### config.mk
export PLATFORM = sky130hd
export DESIGN_NAME = rv32_fetch_controller
export DESIGN_NICKNAME = d
export VERILOG_FILES = /design/src/rtl/rv32_fetch_controller.sv
export SDC_FILE = /design/constraint.sdc
export NUM_CORES = 1
export LEC_CHECK = 0
export BUFFER_PORTS_ARGS = -buffer_cell sky130_fd_sc_hd__buf_2
export CAP_MARGIN = 20
export CORE_ASPECT_RATIO = 0.5
export CORE_MARGIN = 2
export CORE_UTILIZATION = 49
export CTS_BUF_LIST = sky130_fd_sc_hd__clkbuf_8
export DETAILED_ROUTE_END_ITERATION = 7
export GPL_TIMING_DRIVEN = 0
export PLACE_DENSITY = 0.82
export SYNTH_ARGS = -nofsm -noshare
export SYNTH_HDL_FRONTEND = slang
export SYNTH_SLANG_ARGS = --single-unit
### constraint.sdc
create_clock -name clk_in -period 2.6 [get_ports clk_in]
set_input_delay 0 -clock clk_in [delete_from_list [all_inputs] [get_ports clk_in]]
set_output_delay 0 -clock clk_in [all_outputs]
set_load 0.02 [all_outputs]
### src/rtl/rv32_fetch_controller.sv
// rv32_fetch_controller: RV32 front-end sequencer.
// Owns the fetch PC, drives the instruction-memory request, and tells the
// decode-stage mux when to substitute a NOP (flush_out) and which PC the
// decoded instruction belongs to (pc_if_out).
// Redirect priority is trap > mret > branch. WFI parks the front end in
// S_HALT until a trap arrives.
// Optional feature macro: RV32_FETCH_MISALIGN_TRAP_EN
//   defined   : a non-trap redirect to a target with [1:0]!=0 is refused,
//               misaligned_out pulses for one cycle and the core is expected
//               to follow up with trap_in.
//   undefined : redirect targets are word-aligned by clearing [1:0] and
//               misaligned_out is tied low.

module rv32_fetch_controller #(
    parameter logic [31:0] RESET_PC = 32'h0000_0000
) (
    input  logic        clk_in,
    input  logic        rst_n_in,
    input  logic        stall_in,
    input  logic        branch_taken_in,
    input  logic [31:0] branch_target_in,
    input  logic        trap_in,
    input  logic [31:0] trap_vector_in,
    input  logic        mret_in,
    input  logic [31:0] epc_in,
    input  logic        wfi_in,
    input  logic        imem_ready_in,
    output logic        imem_req_out,
    output logic [31:0] imem_addr_out,
    output logic [31:0] pc_if_out,
    output logic        flush_out,
    output logic        halted_out,
    output logic        misaligned_out
);

    typedef enum logic [1:0] {
        S_RESET = 2'd0,
        S_FETCH = 2'd1,
        S_HALT  = 2'd2
    } state_t;

    state_t      r_state;
    state_t      w_state_nxt;
    logic [31:0] r_pc;
    logic [31:0] w_pc_nxt;
    logic [31:0] r_pc_if;
    logic [31:0] w_pc_if_nxt;
    logic        r_valid;
    logic        w_valid_nxt;

    logic        w_redirect;
    logic [31:0] w_target_raw;
    logic [31:0] w_target;
    logic        w_mis_detect;
    logic        w_accept;

    assign w_redirect = trap_in | mret_in | branch_taken_in;

    // Select the redirect target by priority: trap, then mret, then branch.
    always_comb begin
        if (trap_in) begin
            w_target_raw = trap_vector_in;
        end else if (mret_in) begin
            w_target_raw = epc_in;
        end else begin
            w_target_raw = branch_target_in;
        end
    end

`ifdef RV32_FETCH_MISALIGN_TRAP_EN
    // Trap vectors are exempt: only mret/branch targets can be refused.
    assign w_target     = w_target_raw;
    assign w_mis_detect = w_redirect & ~trap_in & (w_target_raw[1:0] != 2'b00);
`else
    assign w_target     = w_target_raw & ~32'h0000_0003;
    assign w_mis_detect = 1'b0;
`endif

    // Next-state, next-PC and request/flush outputs for the front-end FSM.
    always_comb begin
        // NOTE: every signal gets a default first so no path can leave one
        // unassigned, which would otherwise infer a latch.
        w_state_nxt  = r_state;
        w_pc_nxt     = r_pc;
        w_pc_if_nxt  = r_pc_if;
        w_valid_nxt  = r_valid;
        imem_req_out = 1'b0;
        w_accept     = 1'b0;

        case (r_state)
            S_RESET: begin
                w_state_nxt = S_FETCH;
                w_valid_nxt = 1'b0;
            end

            S_FETCH: begin
                imem_req_out = ~stall_in;
                w_accept     = ~stall_in & imem_ready_in;
                if (w_redirect) begin
                    // Any in-flight response belongs to the wrong path.
                    w_valid_nxt = 1'b0;
                    if (!w_mis_detect) begin
                        w_pc_nxt = w_target;
                    end
                end else if (wfi_in) begin
                    // Park with pc_q already pointing at the next sequential fetch.
                    w_state_nxt = S_HALT;
                    w_valid_nxt = 1'b0;
                end else if (w_accept) begin
                    w_pc_if_nxt = r_pc;
                    w_valid_nxt = 1'b1;
                    w_pc_nxt    = r_pc + 32'd4;
                end else if (!stall_in) begin
                    w_valid_nxt = 1'b0;
                end
            end

            S_HALT: begin
                w_valid_nxt = 1'b0;
                if (trap_in) begin
                    w_state_nxt = S_FETCH;
                    w_pc_nxt    = w_target;
                end
            end

            default: begin
                w_state_nxt = S_RESET;
                w_valid_nxt = 1'b0;
            end
        endcase
    end

    // State, fetch PC, decode PC and decode-valid registers.
    always_ff @(posedge clk_in or negedge rst_n_in) begin
        if (!rst_n_in) begin
            r_state <= S_RESET;
            r_pc    <= RESET_PC;
            r_pc_if <= RESET_PC;
            r_valid <= 1'b0;
        end else begin
            // NOTE: non-blocking assignments so every register samples the
            // pre-edge values regardless of statement order.
            r_state <= w_state_nxt;
            r_pc    <= w_pc_nxt;
            r_pc_if <= w_pc_if_nxt;
            r_valid <= w_valid_nxt;
        end
    end

`ifdef RV32_FETCH_MISALIGN_TRAP_EN
    logic r_misaligned;

    // One-cycle pulse following a refused misaligned redirect.
    always_ff @(posedge clk_in or negedge rst_n_in) begin
        if (!rst_n_in) begin
            r_misaligned <= 1'b0;
        end else begin
            r_misaligned <= (r_state == S_FETCH) & w_mis_detect;
        end
    end

    assign misaligned_out = r_misaligned;
`else
    assign misaligned_out = 1'b0;
`endif

    assign imem_addr_out = r_pc;
    assign pc_if_out     = r_pc_if;
    assign halted_out    = (r_state == S_HALT);
    // Redirect inputs feed flush directly so the wrong-path instruction now in
    // decode is killed in the same cycle the redirect is seen.
    assign flush_out     = (r_state != S_FETCH) | ~r_valid | w_redirect;

endmodule

==> impl_metrics.ini, run 1 <==
[pwr]
vdd_drop_max_uv = 364.4
p_per_area_nw_per_um2 = 670.5
leakage_nw = 2.478

[drt]
drt_iter0_drc = 393
first_pass_iters = 6
viasPerCell = 5.955
ant_nets = 0
via_count = 4133
drc = 0
routedWlPerCell_um = 18.38
routed_wl_um = 12760

[logic_synthesis]
seq_area_frac_synth_pct = 40.44
synthTopCellsByCount = dfrtp_1, mux2_2, nor2_1
syn_area_um2 = 3899
yosys.area.top_type_share_pct = 40.44
postSynthCellCount = 406
synth.distinct_cells = 46
synth_edf_count = 0
ys_ff_latch = 63
yosysWarnings = 0
synth_area_leaders = dfrtp_1, mux2_2, mux2i_1
ys.flop_type = dfrtp_1
synthMostInstantiatedCell = dfrtp_1
syn_avg_cell_area_um2 = 9.603
synthArstFlopShare_pct = 100.0
yosysTopAreaCell = dfrtp_1

[layout]
final-seq-area_um2 = 1577
synthToLayoutAreaGrowth_pct = 30.04
multi_input_area_um2 = 2147
drive_above_1_share_pct = 42.15
num-nets-final = 687
fillCellCount = 659
num_antenna_cells = 0

[min_path]
holdPathEnd = imem_addr_out[30]
hold_path_depth = 5
min_path_type = in -> reg
min-delay-start = trap_vector_in[30]

[grt]
grt_pass1_wl_um = 19800
first_global_vias = 3918
grt-ovfl-total = 0
grt_max_degree = 64
antenna_found_initial = 0
grt.total_usage_pct = 30.22

[clock_tree]
cts_made_buffers = 9
h-tree-depth = 3
path_clk_slew_ns = 0.07
clock_latency_ns = 0.36
postCtsSetupBuffers = 0
cts_tree = yes
cts_sinks = 63
ctsResizeCount = 0
ctsHoldBuffers = 3
cts_buffer_depth = 2
root_buffer = clkbuf_8

[floorplan]
io_pins = 172
die_x_um = 130.1
fp.dieH_um = 67.08
start_util_pct = 51.88
dieArea_um2 = 8729
num_rows = 22
core-area_um2 = 7515

[sta]
maxSlewHeadroom_pct = 45.82
hold_viol_final = 0
clock_skew_ns = 0.01101
max_freq_ghz = 0.4392
min_period_ns = 2.277
grt_setup_unrepaired = no
period_share_pct = 87.57
timing.hold.ws_ns = 0.04052
maxSlewViolCount = 0
tightest_slew_ns = 0.8127
setup_viol = 0
final.setup.tns_ns = 0

[place]
dp_hpwl_um = 9391
place_congestion = 0.9297
portBuffers = 158

[setup_path]
end_kind = flip-flop
r2r_cells = 6
rrSetupSlack_ns = 0.32
rr_startpoint = imem_addr_out[2]
start_kind = flip-flop
setup.worst_path.class = reg -> reg
reg2reg_to = imem_addr_out[20]
arrival_ns = 2.54
critPathMaxFanout = 6
required_ns = 2.86

[run_status]
outcome = finished clean

[job]
drv_cap = 0
worst max-delay path: stages (launching register included):
cell	delay, ns
dfrtp_1	0.47
ha_1	0.25
nand3_1	0.22
nor4_2	0.57
and2_1	0.31
a211oi_1	0.10
a311oi_1	0.25
layout make-up:
cell class                      count  share of cell area, %
Buffer                             36                  3.603
Multi-Input combinational cell    309                  42.35
Clock inverter                      4                 0.9131
Clock buffer                       11                  2.986
Inverter                            2                 0.1481
Tap cell                          108                  2.665
Sequential cell                    63                  31.10
Timing Repair Buffer              161                  16.24
report_power, final:
group	internal, W	switching, W	total [W]
sequential	0.00118	0.000205	0.00139
clock	0.000484	0.000397	0.000882
combinational	0.000470	0.000658	0.00113
logic make-up (layout without fill, tap and decap cells):
kind of cell | Yosys count | in the layout | share of synthesized area [%]
compound gates | 106 | 106 | 17.75
fa+ha+maj | 1 | 1 | 0.3209
mux | 72 | 72 | 20.03
xor+xnor | 1 | 1 | 0.2247
buf+inv | 38 | 214 | 4.878
simple gates | 124 | 124 | 16.27
flops | 63 | 63 | 40.44
other cells | 1 | 5 | 0.09618
metal layers:
| layer | up-vias | track usage [%] | share of wire, % |
|---|---|---|---|
| li1 | 1863 | - | - |
| met1 | 1970 | 40.52 | 42 |
| met4 | 0 | 11.69 | 2.4 |
| met3 | 33 | 6.988 | 10 |
| met2 | 267 | 47.77 | 46 |
| met5 | - | 0 | 0 |
sequential cells by signal (all words and copies together) (netlist names):
| register | flops |
|---|---|
| r_state | 2 |
| pc_if_out | 30 |
| r_valid | 1 |
| imem_addr_out | 30 |
metrics by stage:
stage	setup WS (ns)	instances	total power [W]	instance area (um^2)	util (%)
2_1_floorplan	0.6249	410	0.002066	3914	-
3_3_place_gp	0.4020	676	0.002485	4840	64.40
3_5_place_dp	0.3824	676	0.002515	4842	64.44
4_1_cts	0.3626	694	0.003395	5070	67.47
5_1_grt	0.1191	694	0.003555	5070	67.47
6_report	0.3231	694	0.003399	5070	67.47
layout by cell type (no fill, tap or decap), types with 4 or more instances in the layout:
| cell type | Yosys | final |
|---|---|---|
| a211oi_1 | 10 | 10 |
| a21oi_1 | 27 | 27 |
| a2bb2oi_1 | 7 | 7 |
| a31oi_1 | 10 | 10 |
| and2_1 | 4 | 4 |
| and3_1 | 8 | 8 |
| buf_2 | 14 | 171 |
| buf_4 | 6 | 7 |
| clkbuf_1 | 13 | 13 |
| clkbuf_8 | 0 | 11 |
| conb_1 | 1 | 5 |
| dfrtp_1 | 63 | 63 |
| mux2_2 | 48 | 48 |
| mux2i_1 | 24 | 24 |
| nand2_1 | 25 | 25 |
| nand2b_1 | 4 | 4 |
| nand3_1 | 21 | 21 |
| nand4_1 | 12 | 12 |
| nor2_1 | 31 | 31 |
| nor3_1 | 6 | 6 |
| o21ai_0 | 22 | 22 |
| o22a_1 | 11 | 11 |
| o22ai_1 | 6 | 6 |
| or4_1 | 4 | 4 |
worst max-delay path by stage:
| stage | end | slack, ns | start |
|---|---|---|---|
| finish | imem_addr_out[20] | 0.32 | imem_addr_out[2] |
| global route | imem_addr_out[20] | 0.12 | imem_addr_out[2] |
| CTS | imem_addr_out[20] | 0.36 | imem_addr_out[2] |
| detailed placement | imem_addr_out[20] | 0.38 | imem_addr_out[2] |
| global placement | imem_addr_out[20] | 0.40 | imem_addr_out[2] |
| floorplan | imem_addr_out[20] | 0.62 | imem_addr_out[2] |
Power figures use the tool's default switching activity.
==> run 2, diff against run 1 <==
==> config.mk (replaced) <==
export PLATFORM = sky130hd
export DESIGN_NAME = rv32_fetch_controller
export DESIGN_NICKNAME = d
export VERILOG_FILES = /design/src/rtl/rv32_fetch_controller.sv
export SDC_FILE = /design/constraint.sdc
export NUM_CORES = 1
export LEC_CHECK = 0
export BUFFER_PORTS_ARGS = -buffer_cell sky130_fd_sc_hd__buf_4
export CAP_MARGIN = 20
export CORE_ASPECT_RATIO = 0.5
export CORE_MARGIN = 2
export CORE_UTILIZATION = 50
export CTS_BUF_LIST = sky130_fd_sc_hd__clkbuf_8
export DETAILED_ROUTE_END_ITERATION = 7
export GPL_TIMING_DRIVEN = 0
export PLACE_DENSITY = 0.84
export SYNTH_ARGS = -nofsm -noshare
export SYNTH_HDL_FRONTEND = slang
export SYNTH_SLANG_ARGS = --single-unit
==> constraint.sdc (replaced) <==
create_clock -name clk_in -period 2.85 [get_ports clk_in]
set_input_delay 0 -clock clk_in [delete_from_list [all_inputs] [get_ports clk_in]]
set_output_delay 0 -clock clk_in [all_outputs]
set_load 0.02 [all_outputs]
==> run 2 against run 1 <==
Final area increased by 8.1%. Utilization rose by 6.3 points. Hold slack worse by 0.027 ns. Critical path depth stayed put. Clock skew is 0.0023 ns lower. Critical endpoint is now imem_addr_out[24]. Total power down 1.2%. Sequential share of layout area shrank 2.3 points. Non-clock buffer count stayed put. Global-route usage up 0.97 points. Largest power group unchanged.
==> impl_metrics.ini, run 2 (synthesis results as in run 1) <==
[setup_path]
start_kind = flip-flop
rr_startpoint = imem_addr_out[2]
cpPeakStageDelay_ns = 0.62
critPathSlowestCell = nor4_2
crit_end = imem_addr_out[24]
setup.worst_path.class = reg -> reg
arrival_ns = 2.57
rrSetupSlack_ns = 0.52
required_ns = 3.09
reg2reg_to = imem_addr_out[24]
crit_path_start = imem_addr_out[2]
end_kind = flip-flop
r2r_cells = 6
critPathMaxFanout = 6
crit_chain = ha_1 -> nand3_1 -> nor4_2 -> and2_1 -> a31oi_1 -> o22a_1

[clock_tree]
cts_sinks = 63
h-tree-depth = 3
root_buffer = clkbuf_8
cts_made_buffers = 9
clock_latency_ns = 0.35
path_clk_slew_ns = 0.07
cts_tree = yes
cts_buffer_depth = 2

[pwr]
p_seq_share_pct = 37.9
p_per_area_nw_per_um2 = 612.5
p_total_w = 0.003357
leakage_nw = 2.615
vdd_drop_max_uv = 405.5
p_clk_share_pct = 27.0
combPwrFrac_pct = 35.1
switchingPower_w = 0.001151
swShare_pct = 34.30
p_int_w = 0.002205

[sta]
maxSlewHeadroom_pct = 45.43
final.setup.worst_slack_ns = 0.5182
grt_setup_unrepaired = no
max_freq_ghz = 0.4289
timing.hold.ws_ns = 0.01354
min_period_ns = 2.332
hold_viol_final = 0
period_share_pct = 81.82
clock_skew_ns = 0.008691
final.setup.tns_ns = 0
tightest_slew_ns = 0.8186
maxSlewViolCount = 0
setup_viol = 0

[drt]
drt_iter0_drc = 500
via_count = 4133
first_pass_iters = 5
viasPerCell = 6.060
drc = 0
routed_wl_um = 13040
ant_nets = 0
routedWlPerCell_um = 19.12

[grt]
antenna_found_initial = 0
use_met2_pct = 48.88
grtUsageMet3_pct = 10.52
grt_max_degree = 64
grtUsageMet1_pct = 41.18
grt_pass1_wl_um = 20220
first_global_vias = 3817
busiest_layer = met2
grt-ovfl-total = 0
grt.total_usage_pct = 31.19

[floorplan]
start_util_pct = 52.46
fp.dieH_um = 66.44
dieArea_um2 = 8563
die_x_um = 128.9
io_pins = 172
num_rows = 22
core-area_um2 = 7432

[place]
dp_hpwl_um = 9562
pre_cts_slack_ns = 0.6021
place_congestion = 0.9232
portBuffers = 158

[layout]
mostFrequentLayoutCell = buf_4
post-route-util_pct = 73.74
fillCellCount = 584
synthToLayoutAreaGrowth_pct = 40.56
num_antenna_cells = 0
num-nets-final = 687
drive_above_1_share_pct = 42.32
final_cell_mix = buf_4, dfrtp_1, mux2_2

[run_status]
outcome = finished clean

[job]
drv_cap = 0

[min_path]
min_path_type = in -> reg
==> run 2: timing repair <==
action,4_1_cts,5_1_grt
setup buffers,0,0
resized for setup,0,0
endpoints found under the hold margin,64,0
hold buffers,3,0
==> run 2: layer usage <==
layer  routed length, um  vias to the layer above
li1                    -                     1864
met1                5380                     2000
met2                5918                      240
met3                1455                       29
met4                 288                        0
met5                   0                        -
==> run 2: worst max-delay path: cells and delay by family, from the launching register on <==
| family | cells | cell delay, ns |
|---|---|---|
| AND/OR/NAND/NOR | 3 | 1.17 |
| AO/OA/AOI/OAI | 2 | 0.36 |
| adder cells (fa/ha/maj) | 1 | 0.25 |
| flip-flops | 1 | 0.45 |
==> run 2: worst min-delay path by stage <==
stage / slack (ns) / to / start / cells past startpoint
final: 0.01 / r_valid / branch_taken_in / 4
after global routing: 0.03 / r_valid / branch_taken_in / 4
after CTS: 0.01 / r_valid / branch_taken_in / 4
after detailed placement: 0.15 / pc_if_out[13] / rst_n_in / 1
after global placement: 0.14 / pc_if_out[11] / rst_n_in / 1
after floorplan: -0.30 / imem_addr_out[10] / rst_n_in / 0
==> run 2: per-stage QoR <==
stage          instances  area, um^2
6_report             682        5480
3_3_place_gp         664        5220
2_1_floorplan        410        3914
4_1_cts              682        5480
3_5_place_dp         664        5220
5_1_grt              682        5480
==> run 2: layout make-up <==
type | count | area [um^2] | share of cell area [%]
inverter | 2 | 7.507 | 0.1370
multi-input combinational | 309 | 2147 | 39.18
clock inverter | 3 | 65.06 | 1.187
tap | 96 | 120.1 | 2.192
clock buffer | 12 | 165.2 | 3.014
buffer | 36 | 182.7 | 3.333
timing repair buffer | 161 | 1216 | 22.19
sequential | 63 | 1577 | 28.77
==> run 2: power by group through the flow <==
stage	Sequential, W	Combinational, W	Clock (W)
2_1_floorplan	0.00148	0.000408	0
3_3_place_gp	0.00127	0.00115	0
3_5_place_dp	0.00128	0.00117	0
4_1_cts	0.00127	0.00118	0.000910
5_1_grt	0.00130	0.00125	0.000960
6_report	0.00127	0.00118	0.000907
==> run 3, diff against run 2 <==
--- a/config.mk
+++ b/config.mk
@@ -5,15 +5,16 @@
 export SDC_FILE = /design/constraint.sdc
 export NUM_CORES = 1
 export LEC_CHECK = 0
+export ABC_AREA = 1
 export BUFFER_PORTS_ARGS = -buffer_cell sky130_fd_sc_hd__buf_4
 export CAP_MARGIN = 20
 export CORE_ASPECT_RATIO = 0.5
 export CORE_MARGIN = 2
-export CORE_UTILIZATION = 50
+export CORE_UTILIZATION = 46
 export CTS_BUF_LIST = sky130_fd_sc_hd__clkbuf_8
 export DETAILED_ROUTE_END_ITERATION = 7
 export GPL_TIMING_DRIVEN = 0
-export PLACE_DENSITY = 0.84
+export PLACE_DENSITY = 0.8
 export SYNTH_ARGS = -nofsm -noshare
 export SYNTH_HDL_FRONTEND = slang
 export SYNTH_SLANG_ARGS = --single-unit
==> constraint.sdc (replaced) <==
create_clock -name clk_in -period 1.9 [get_ports clk_in]
set_input_delay 0 -clock clk_in [delete_from_list [all_inputs] [get_ports clk_in]]
set_output_delay 0 -clock clk_in [all_outputs]
set_load 0.02 [all_outputs]
==> run 3 against run 2 <==
Worst setup slack got worse by 0.45 ns. Sequential cell count did not move. Area after synthesis rose by 8.4%. Hold slack got worse by 0.0030 ns. Via count rose by 27%. Clock skew rose by 0.0031 ns. Total power rose by 130%. Largest cell class unchanged. Highest routed layer unchanged.
==> impl_metrics.ini, run 3 <==
[clock_tree]
cts_made_buffers = 9
h-tree-depth = 3
cts_tree = yes
path_clk_slew_ns = 0.07
cts_buffer_depth = 2
clock_latency_ns = 0.36
root_buffer = clkbuf_8
cts_sinks = 63

[logic_synthesis]
synth.distinct_cells = 26
synthMostInstantiatedCell = nand2_1
synthArstFlopShare_pct = 100.0
postSynthCellCount = 677
seq_area_frac_synth_pct = 37.31
yosysWarnings = 0
syn_avg_cell_area_um2 = 6.241
yosysTopAreaCell = dfrtp_1
synth_edf_count = 0
ys.flop_type = dfrtp_1
ys_ff_latch = 63
synth_area_leaders = dfrtp_1, nand2_1, nor2_1
synthTopCellsByCount = nand2_1, nor2_1, o21ai_0
syn_area_um2 = 4225
yosys.area.top_type_share_pct = 37.31

[place]
dp_hpwl_um = 11940
placed_area_um2 = 5580
portBuffers = 159
place_congestion = 0.9881

[drt]
via_count = 5236
routed_wl_um = 15310
routedWlPerCell_um = 15.60
drt_iter0_drc = 600
first_pass_iters = 6
viasPerCell = 5.337
drc = 0
ant_nets = 0

[sta]
period_share_pct = 96.35
final.setup.tns_ns = 0
min_period_ns = 1.831
grt_setup_unrepaired = yes
clock_skew_ns = 0.01182
setup_viol = 0
maxSlewViolCount = 0
maxSlewHeadroom_pct = 45.69
hold_viol_final = 0
timing.hold.ws_ns = 0.01056
max_freq_ghz = 0.5463
tightest_slew_ns = 0.8146

[layout]
num_antenna_cells = 0
final_cell_mix = nand2_1, buf_4, nor2_1
mostFrequentLayoutCell = nand2_1
drive_above_1_share_pct = 23.96
num-nets-final = 965
post-route-util_pct = 66.52
synthToLayoutAreaGrowth_pct = 39.00
final_area_um2 = 5873
fillCellCount = 850

[setup_path]
arrival_ns = 2.08
end_kind = flip-flop
crit_path_start = imem_addr_out[9]
rr_startpoint = imem_addr_out[9]
critPathMaxFanout = 6
required_ns = 2.15
start_kind = flip-flop
setup.worst_path.class = reg -> reg

[floorplan]
dieArea_um2 = 10010
num_rows = 24
core-area_um2 = 8828
io_pins = 172
start_util_pct = 47.86
die_x_um = 139.5
fp.dieH_um = 71.77

[grt]
first_global_vias = 4479
grtUsageMet3_pct = 7.620
busiest_layer = met2
grtUsageMet1_pct = 43.53
grt_max_degree = 64
grt.total_usage_pct = 29.76
grt_pass1_wl_um = 23040
grt-ovfl-total = 0
use_met2_pct = 45.15
antenna_found_initial = 0

[run_status]
outcome = finished clean

[pwr]
p_total_w = 0.007591
vdd_drop_max_uv = 811.3
p_per_area_nw_per_um2 = 1293
leakage_nw = 2.966

[min_path]
min-delay-start = trap_vector_in[10]
min_path_type = in -> reg

[job]
drv_cap = 0
run 3: power by group:
| part | switching (W) | total (W) | internal (W) |
|---|---|---|---|
| Sequential | 0.000690 | 0.00260 | 0.00191 |
| Clock | 0.000559 | 0.00114 | 0.000584 |
| Combinational | 0.00236 | 0.00385 | 0.00149 |
| Total | 0.00361 | 0.00759 | 0.00398 |
run 3: path summary, 6_finish.rpt:
check	endpoint	slack (ns)	cells after the start
max in group asynchronous	imem_addr_out[3]	1.06	2
max reg2reg	imem_addr_out[29]	0.07	9
min in group asynchronous	imem_addr_out[7]	0.27	2
min reg2reg	pc_if_out[24]	0.49	2
max	imem_addr_out[29]	0.07	9
min	imem_addr_out[10]	0.01	5
run 3: area by class of cell:
| class | instances | area, um^2 | share of cell area, % |
|---|---|---|---|
| multi-input cells | 534 | 2311 | 39.35 |
| clock inverters | 6 | 55.05 | 0.9374 |
| inverters | 49 | 183.9 | 3.132 |
| well taps | 117 | 146.4 | 2.493 |
| plain buffers | 35 | 198.9 | 3.387 |
| clock buffers | 9 | 123.9 | 2.109 |
| flip-flops and latches | 63 | 1578 | 26.86 |
| repair buffers | 168 | 1276 | 21.73 |
run 3: timing repair:
action / 4_1_cts / 5_1_grt
buffers inserted: 0 / 3
resized for setup: 2 / 7
setup endpoints to repair: 3 / 9
pin swaps: 0 / 1
endpoints found under the hold margin: 66 / 0
hold buffers: 6 / 0
run 3: logic make-up after synthesis:
logic type	synth area share, %
buf+inv	9.061
xor+xnor	0.2073
simple gates	39.65
other cells	0.08875
fa+ha+maj	0.2961
flops	37.31
compound gates	13.38
run 3: critical path, cell delays in order, from the launching register on:
cell     delay, ns
dfrtp_1       0.45
nand2_1       0.13
nor2_1        0.37
nand2_1       0.12
nor2_1        0.33
nand2_1       0.10
nand2_1       0.06
nand3_1       0.06
nand2_1       0.06
nand2_1       0.05
run 3: layer usage:
layer | up-vias | share of wire (%)
met3 | 15 | 11
met4 | 0 | 1.1
li1 | 2507 | -
met2 | 284 | 44
met1 | 2430 | 44
met5 | - | 0
run 3: stage by stage:
stage,worst slack (ns),cells
final,0.06943,981
after floorplan,0.2688,681
after detailed placement,-0.02751,957
after global placement,-0.03459,957
after global routing,-0.02789,981
after CTS,0.05613,978
